<file path="src/rtl/main_fsm_pkg.sv">
// main_fsm_pkg: shared encodings for the multicycle control FSM and the
// downstream ALU decoder (state codes, opcodes, ALUOp class codes and the
// datapath mux-select encodings).
// Optional build macro: MAIN_FSM_TRAP_EN adds the TRAP state.
package main_fsm_pkg;

  // Controller states, 4-bit encoding
  typedef enum logic [3:0] {
    FETCH    = 4'd0,
    DECODE   = 4'd1,
    MEMADR   = 4'd2,
    MEMREAD  = 4'd3,
    MEMWB    = 4'd4,
    MEMWRITE = 4'd5,
    EXECUTER = 4'd6,
    EXECUTEI = 4'd7,
    ALUWB    = 4'd8,
    BEQ      = 4'd9,
    JAL      = 4'd10
`ifdef MAIN_FSM_TRAP_EN
    ,
    TRAP     = 4'd11
`endif
  } state_t;

  // Opcodes recognised in DECODE
  localparam logic [6:0] OP_LW    = 7'b0000011;
  localparam logic [6:0] OP_SW    = 7'b0100011;
  localparam logic [6:0] OP_RTYPE = 7'b0110011;
  localparam logic [6:0] OP_ITYPE = 7'b0010011;
  localparam logic [6:0] OP_BEQ   = 7'b1100011;
  localparam logic [6:0] OP_JAL   = 7'b1101111;

  // ALUOp class codes; 2'b11 is reserved and never driven
  localparam logic [1:0] ALUOP_ADD   = 2'b00;
  localparam logic [1:0] ALUOP_SUB   = 2'b01;
  localparam logic [1:0] ALUOP_FUNCT = 2'b10;

  // ResultSrc encodings
  localparam logic [1:0] RES_ALUOUT = 2'b00;
  localparam logic [1:0] RES_DATA   = 2'b01;
  localparam logic [1:0] RES_ALU    = 2'b10;

  // ALUSrcA encodings
  localparam logic [1:0] SRCA_PC    = 2'b00;
  localparam logic [1:0] SRCA_OLDPC = 2'b01;
  localparam logic [1:0] SRCA_REG   = 2'b10;

  // ALUSrcB encodings
  localparam logic [1:0] SRCB_REG  = 2'b00;
  localparam logic [1:0] SRCB_IMM  = 2'b01;
  localparam logic [1:0] SRCB_FOUR = 2'b10;

  // Full control word produced for one state
  typedef struct packed {
    logic       pc_update;
    logic       branch;
    logic       reg_write;
    logic       mem_write;
    logic       ir_write;
    logic       adr_src;
    logic [1:0] result_src;
    logic [1:0] alu_src_a;
    logic [1:0] alu_src_b;
    logic [1:0] alu_op;
    logic       instr_done;
  } ctrl_t;

  localparam ctrl_t CTRL_IDLE = 15'd0;

  // Loads and stores share the address-generation path
  function automatic logic is_mem_op(input logic [6:0] op);
    return (op == OP_LW) || (op == OP_SW);
  endfunction

endpackage

</file>
<file path="src/rtl/main_fsm_outdec.sv">
// main_fsm_outdec: combinational state-to-control-word decoder. Outputs are
// Moore except for the MemReady gating of the FETCH strobes and of InstrDone
// in MEMWRITE. Optional build macro: MAIN_FSM_TRAP_EN (adds IllegalOp).
import main_fsm_pkg::*;

module main_fsm_outdec (
  input  state_t     state,
  input  logic       MemReady,
  output logic       PCUpdate,
  output logic       Branch,
  output logic       RegWrite,
  output logic       MemWrite,
  output logic       IRWrite,
  output logic       AdrSrc,
  output logic [1:0] ResultSrc,
  output logic [1:0] ALUSrcA,
  output logic [1:0] ALUSrcB,
  output logic [1:0] ALUOp,
  output logic       InstrDone
`ifdef MAIN_FSM_TRAP_EN
  ,
  output logic       IllegalOp
`endif
);

  ctrl_t ctrl_s;

  // Decode the current state into the control word; everything idle by default
  always_comb begin
    ctrl_s = CTRL_IDLE;
    case (state)
      FETCH: begin
        ctrl_s.adr_src    = 1'b0;
        ctrl_s.alu_src_a  = SRCA_PC;
        ctrl_s.alu_src_b  = SRCB_FOUR;
        ctrl_s.alu_op     = ALUOP_ADD;
        ctrl_s.result_src = RES_ALU;
        ctrl_s.ir_write   = MemReady;
        ctrl_s.pc_update  = MemReady;
      end
      DECODE: begin
        ctrl_s.alu_src_a = SRCA_OLDPC;
        ctrl_s.alu_src_b = SRCB_IMM;
        ctrl_s.alu_op    = ALUOP_ADD;
      end
      MEMADR: begin
        ctrl_s.alu_src_a = SRCA_REG;
        ctrl_s.alu_src_b = SRCB_IMM;
        ctrl_s.alu_op    = ALUOP_ADD;
      end
      MEMREAD: begin
        ctrl_s.adr_src    = 1'b1;
        ctrl_s.result_src = RES_ALUOUT;
      end
      MEMWB: begin
        ctrl_s.result_src = RES_DATA;
        ctrl_s.reg_write  = 1'b1;
        ctrl_s.instr_done = 1'b1;
      end
      MEMWRITE: begin
        ctrl_s.adr_src    = 1'b1;
        ctrl_s.result_src = RES_ALUOUT;
        ctrl_s.mem_write  = 1'b1;
        ctrl_s.instr_done = MemReady;
      end
      EXECUTER: begin
        ctrl_s.alu_src_a = SRCA_REG;
        ctrl_s.alu_src_b = SRCB_REG;
        ctrl_s.alu_op    = ALUOP_FUNCT;
      end
      EXECUTEI: begin
        ctrl_s.alu_src_a = SRCA_REG;
        ctrl_s.alu_src_b = SRCB_IMM;
        ctrl_s.alu_op    = ALUOP_FUNCT;
      end
      ALUWB: begin
        ctrl_s.result_src = RES_ALUOUT;
        ctrl_s.reg_write  = 1'b1;
        ctrl_s.instr_done = 1'b1;
      end
      BEQ: begin
        ctrl_s.alu_src_a  = SRCA_REG;
        ctrl_s.alu_src_b  = SRCB_REG;
        ctrl_s.alu_op     = ALUOP_SUB;
        ctrl_s.result_src = RES_ALUOUT;
        ctrl_s.branch     = 1'b1;
        ctrl_s.instr_done = 1'b1;
      end
      JAL: begin
        ctrl_s.alu_src_a  = SRCA_OLDPC;
        ctrl_s.alu_src_b  = SRCB_FOUR;
        ctrl_s.alu_op     = ALUOP_ADD;
        ctrl_s.result_src = RES_ALUOUT;
        ctrl_s.pc_update  = 1'b1;
      end
      default: ctrl_s = CTRL_IDLE;
    endcase
  end

  assign PCUpdate  = ctrl_s.pc_update;
  assign Branch    = ctrl_s.branch;
  assign RegWrite  = ctrl_s.reg_write;
  assign MemWrite  = ctrl_s.mem_write;
  assign IRWrite   = ctrl_s.ir_write;
  assign AdrSrc    = ctrl_s.adr_src;
  assign ResultSrc = ctrl_s.result_src;
  assign ALUSrcA   = ctrl_s.alu_src_a;
  assign ALUSrcB   = ctrl_s.alu_src_b;
  assign ALUOp     = ctrl_s.alu_op;
  assign InstrDone = ctrl_s.instr_done;

`ifdef MAIN_FSM_TRAP_EN
  // TRAP is only left through reset, so decoding it gives a sticky flag
  assign IllegalOp = (state == TRAP);
`endif

endmodule

</file>
<file path="src/rtl/main_fsm.sv">
// main_fsm: multicycle processor control FSM. Holds the state register and
// next-state logic; the control word comes from main_fsm_outdec.
// Optional build macro: MAIN_FSM_TRAP_EN (unknown opcodes trap, IllegalOp port).
import main_fsm_pkg::*;

module main_fsm (
  input  logic       clk,
  input  logic       reset,
  input  logic [6:0] op,
  input  logic       MemReady,
  output logic       PCUpdate,
  output logic       Branch,
  output logic       RegWrite,
  output logic       MemWrite,
  output logic       IRWrite,
  output logic       AdrSrc,
  output logic [1:0] ResultSrc,
  output logic [1:0] ALUSrcA,
  output logic [1:0] ALUSrcB,
  output logic [1:0] ALUOp,
  output logic       InstrDone
`ifdef MAIN_FSM_TRAP_EN
  ,
  output logic       IllegalOp
`endif
);

  state_t state_r;
  state_t next_state_s;

  // State register; reset abandons any instruction and returns to FETCH
  always_ff @(posedge clk or posedge reset) begin
    if (reset) begin
      state_r <= FETCH;
    end else begin
      state_r <= next_state_s;
    end
  end

  // Next-state selection from current state, opcode and memory handshake
  always_comb begin
    next_state_s = FETCH;
    case (state_r)
      FETCH: begin
        if (MemReady) next_state_s = DECODE;
        else          next_state_s = FETCH;
      end
      DECODE: begin
        if (is_mem_op(op))        next_state_s = MEMADR;
        else if (op == OP_RTYPE)  next_state_s = EXECUTER;
        else if (op == OP_ITYPE)  next_state_s = EXECUTEI;
        else if (op == OP_BEQ)    next_state_s = BEQ;
        else if (op == OP_JAL)    next_state_s = JAL;
`ifdef MAIN_FSM_TRAP_EN
        else                      next_state_s = TRAP;
`else
        else                      next_state_s = FETCH;
`endif
      end
      MEMADR: begin
        if (op == OP_LW) next_state_s = MEMREAD;
        else             next_state_s = MEMWRITE;
      end
      MEMREAD: begin
        if (MemReady) next_state_s = MEMWB;
        else          next_state_s = MEMREAD;
      end
      MEMWRITE: begin
        if (MemReady) next_state_s = FETCH;
        else          next_state_s = MEMWRITE;
      end
      MEMWB:    next_state_s = FETCH;
      EXECUTER: next_state_s = ALUWB;
      EXECUTEI: next_state_s = ALUWB;
      ALUWB:    next_state_s = FETCH;
      BEQ:      next_state_s = FETCH;
      JAL:      next_state_s = ALUWB;
`ifdef MAIN_FSM_TRAP_EN
      TRAP:     next_state_s = TRAP;
`endif
      default:  next_state_s = FETCH;
    endcase
  end

  main_fsm_outdec u_outdec (
    .state     (state_r),
    .MemReady  (MemReady),
    .PCUpdate  (PCUpdate),
    .Branch    (Branch),
    .RegWrite  (RegWrite),
    .MemWrite  (MemWrite),
    .IRWrite   (IRWrite),
    .AdrSrc    (AdrSrc),
    .ResultSrc (ResultSrc),
    .ALUSrcA   (ALUSrcA),
    .ALUSrcB   (ALUSrcB),
    .ALUOp     (ALUOp),
    .InstrDone (InstrDone)
`ifdef MAIN_FSM_TRAP_EN
    ,
    .IllegalOp (IllegalOp)
`endif
  );

endmodule

</file>
<file path="config.mk">
export PLATFORM = sky130hd
export DESIGN_NAME = main_fsm
export DESIGN_NICKNAME = d
export VERILOG_FILES = /design/src/rtl/main_fsm_pkg.sv /design/src/rtl/main_fsm_outdec.sv /design/src/rtl/main_fsm.sv
export SDC_FILE = /design/constraint.sdc
export NUM_CORES = 1
export LEC_CHECK = 0
export ABC_CLOCK_PERIOD_IN_PS = 1500
export CAP_MARGIN = 20
export CELL_PAD_IN_SITES_DETAIL_PLACEMENT = 0
export CELL_PAD_IN_SITES_GLOBAL_PLACEMENT = 2
export CORE_MARGIN = 2
export CORE_UTILIZATION = 20
export CTS_CLUSTER_DIAMETER = 100
export DETAILED_ROUTE_END_ITERATION = 10
export GPL_TIMING_DRIVEN = 0
export PLACE_DENSITY = 0.76
export SLEW_MARGIN = 40
export SYNTH_ARGS = -nofsm -noshare
export SYNTH_HDL_FRONTEND = slang
export SYNTH_HIERARCHICAL = 1
export SYNTH_SLANG_ARGS = --single-unit
</file>
<file path="constraint.sdc">
create_clock -name clk -period 1.5 [get_ports clk]
set_input_delay 0.45 -clock clk [delete_from_list [all_inputs] [get_ports clk]]
set_output_delay 0.45 -clock clk [all_outputs]
set_load 0.05 [all_outputs]
</file>
==> flow_summary.toml <==
[final_layout]
final_cell_mix = "sky130_fd_sc_hd__buf_6, sky130_fd_sc_hd__buf_4"
drive_gt1_frac = 0.648
registers.top_by_ff_count = "state_r"
top_regs = "state_r (4)"
diodes = 0
largest_reg_flops = 4
final_instance_area_sq_mm = 0.00136
instances_no_fill = 156
areaGrowthSynthToFinish_pct = 129
most_common_cell_after_layout_fill_and_taps_aside = "sky130_fd_sc_hd__buf_6"
nNetsFinal = 136

[floorplanning]
placementRows = 19
die_h_um = 58.6
count_of_boundary_i_o_pins = 25
design.core.area_sq_mm = 0.00278
initial_cell_density_of_the_core = 0.214
dieArea_sq_mm = 0.00343
die_width_um = 58.6

[sta]
final-hold-violation-count = 0
period_minus_slack_ps = 1910
fin_ws_ps = -406
post-route-period-util = 1.27
maxSlewHeadroom = 0.719
tightest_slew_ps = 414
skew_ps = 8.84
final_max_slew_viol_count = 0
rsz0062_at_grt = "yes"
clock.fmax_mhz = 525
report.final.setup_viol = 18

[detailed_routing]
dr.first_iter.drc_count = 10
drt_first_pass_iters = 2
drt_total_wl_um = 1970
dr_total_vias = 757
post_drt_via_cell_ratio = 4.85
post-route-drc-count = 0
postRouteAntennaNets = 0
wl_per_cell_um = 12.6

[synth]
syn-instance-count = 72
postSynth.asyncResetShare = 1.00
synth.cell_area_sq_um = 596
ys_warn_count = 6
synth_seq_cells = 4
seq_area_frac_synth = 0.168
synth-main-ff-cell = "sky130_fd_sc_hd__dfrtp_1"
synth_enable_flop_cells = 0
postSynthNetCount = 82
post_synth.cell_area_avg_sq_um = 8.27
synth_cell_types = 40

[setup_path]
crit-reg2reg-launch = "state_r[1]"
crit_path_frequent_cell = "sky130_fd_sc_hd__buf_6"
worst-r2r-setup-slack_ps = -370
crit_cells = 5
data_required_time_at_the_worst_endpoint_ps = 1050
cp-startpoint = "state_r[1]"
crit_path_start_kind = "flop"
critical_path.reg2reg.endpoint = "state_r[2]"
setup.worst_path.end = "ALUSrcA[0]"
critPathKind = "flop to output port"
ff2ff_path_depth = 5
kind_of_cell_adding_the_most_delay_to_the_critical_path = "simple AND/OR/NAND/NOR gates"
critical-path-slowest-cell = "sky130_fd_sc_hd__or3_4"
crit_path_buffers_inverters = 3
cp_cell_sequence = "buf_6 > inv_4 > or3_4 > a21oi_4 > buf_6"
worstPathMaxFanout = 6
critical_path.endpoint_type = "output port"
worst_path_arrival_time_ps = 1460
slowest_delay_ps = 370

[power_and_ir_drop]
power_leakage_nw = 0.583
ir_worst_vdd_mv = 0.405
power.density_mw_per_mm2 = 516

[place]
dp_hpwl_um = 1250
gp_congestion = 0.698
placement.io_buffers = 24
post-place-cells = 127
placedInstanceArea_sq_um = 986

[grt]
grt_pass1_vias = 768
global_route.overflow_total = 0
gr-usage-met2 = 0.257
grt_pass1_wl_um = 3340
global_route.usage.met3 = 0.0132
grt-busiest-layer = "met2"
grt_max_degree = 11
grt_antenna_before_repair = 0
grt_usage = 0.124
grt.met1_usage = 0.127

[cts]
clock_path_buffers = 2
cts-htree-levels = 1
cts_tree = "yes"
clk_pin_slew_worst_paths_ps = 40
tritoncts.num_buffers = 3
cts_root_buffer = "sky130_fd_sc_hd__clkbuf_4"
cts_num_sinks = 4
clk_latency_ps = 240

[run]
number_of_maximum_capacitance_violations = 0

[run_status]
violations = "setup timing"
status = "finished with violations"

[min_path]
min_path_type = "input pin to asynchronous set/reset pin"
per-stage QoR:
stage	setup slack, ps	power (mW)	util	hold WS, ps	TNS, ps
after detailed placement	-1250	0.456	0.354	618	-14250
after global placement	-1250	0.454	0.354	621	-14080
final	-406	0.704	0.490	387	-5470
after floorplan	-616	0.354	-	216	-5640
after CTS	-402	0.692	0.459	391	-5170
after global routing	-457	0.747	0.490	403	-6490
layout make-up:
cell class,instances,area [sq um]
clock buffers,4,26.3
repair buffers,49,484
inverters,6,25.0
fillers,274,1420
multi-input cells,57,624
plain buffers,5,60.1
flip-flops and latches,4,105
well taps,31,38.8
synthesized netlist by cell type, types with 3 or more instances:
library cell | n | area share
sky130_fd_sc_hd__nor3b_1 | 6 | 0.076
sky130_fd_sc_hd__dfrtp_1 | 4 | 0.17
sky130_fd_sc_hd__inv_1 | 4 | 0.025
sky130_fd_sc_hd__nor3_1 | 4 | 0.034
sky130_fd_sc_hd__o31ai_1 | 4 | 0.050
sky130_fd_sc_hd__a21oi_1 | 3 | 0.025
sky130_fd_sc_hd__nor2_1 | 3 | 0.019
logic make-up after synthesis:
logic type	after synthesis	share of synthesized area
flops	4	0.168
xor+xnor	3	0.0441
buf+inv	11	0.0987
compound gates	17	0.204
simple gates	37	0.485
worst reg2reg max path, stage by stage, from the launching register on:
cell and delay, ps:
sky130_fd_sc_hd__dfrtp_2 400, sky130_fd_sc_hd__buf_4 130, sky130_fd_sc_hd__buf_6 110, sky130_fd_sc_hd__or4b_4 550, sky130_fd_sc_hd__or4b_1 480, sky130_fd_sc_hd__nand4_1 120
power by group:
part	switching [mW]	total, mW	internal (mW)
clock network	0.0497	0.150	0.100
logic	0.234	0.433	0.199
registers	0.00663	0.121	0.115
total	0.290	0.704	0.414
how the worst min path moves through the flow:
stage | end | slack, ps | start | cells after the start
5_1_grt | state_r[1] | 400 | reset | 2
2_1_floorplan | state_r[3] | 220 | reset | 1
3_3_place_gp | state_r[1] | 620 | state_r[1] | 1
6_report | state_r[2] | 390 | reset | 2
3_5_place_dp | state_r[1] | 620 | state_r[1] | 1
4_1_cts | state_r[2] | 390 | reset | 2
routing by layer:
layer  vias up  part of all wire
met5         -                 0
met4         0                 0
met3         0             0.062
met2        25              0.57
met1       353              0.36
li1        379                 -
what timing repair did:
action                                  CTS  global route
resized for setup                       128            11
pin swaps                                12             7
endpoints found under the setup margin   17            19
buffers inserted                         18             8
hold buffers                              0             0
No activity file was read; power rests on OpenSTA's default activity.
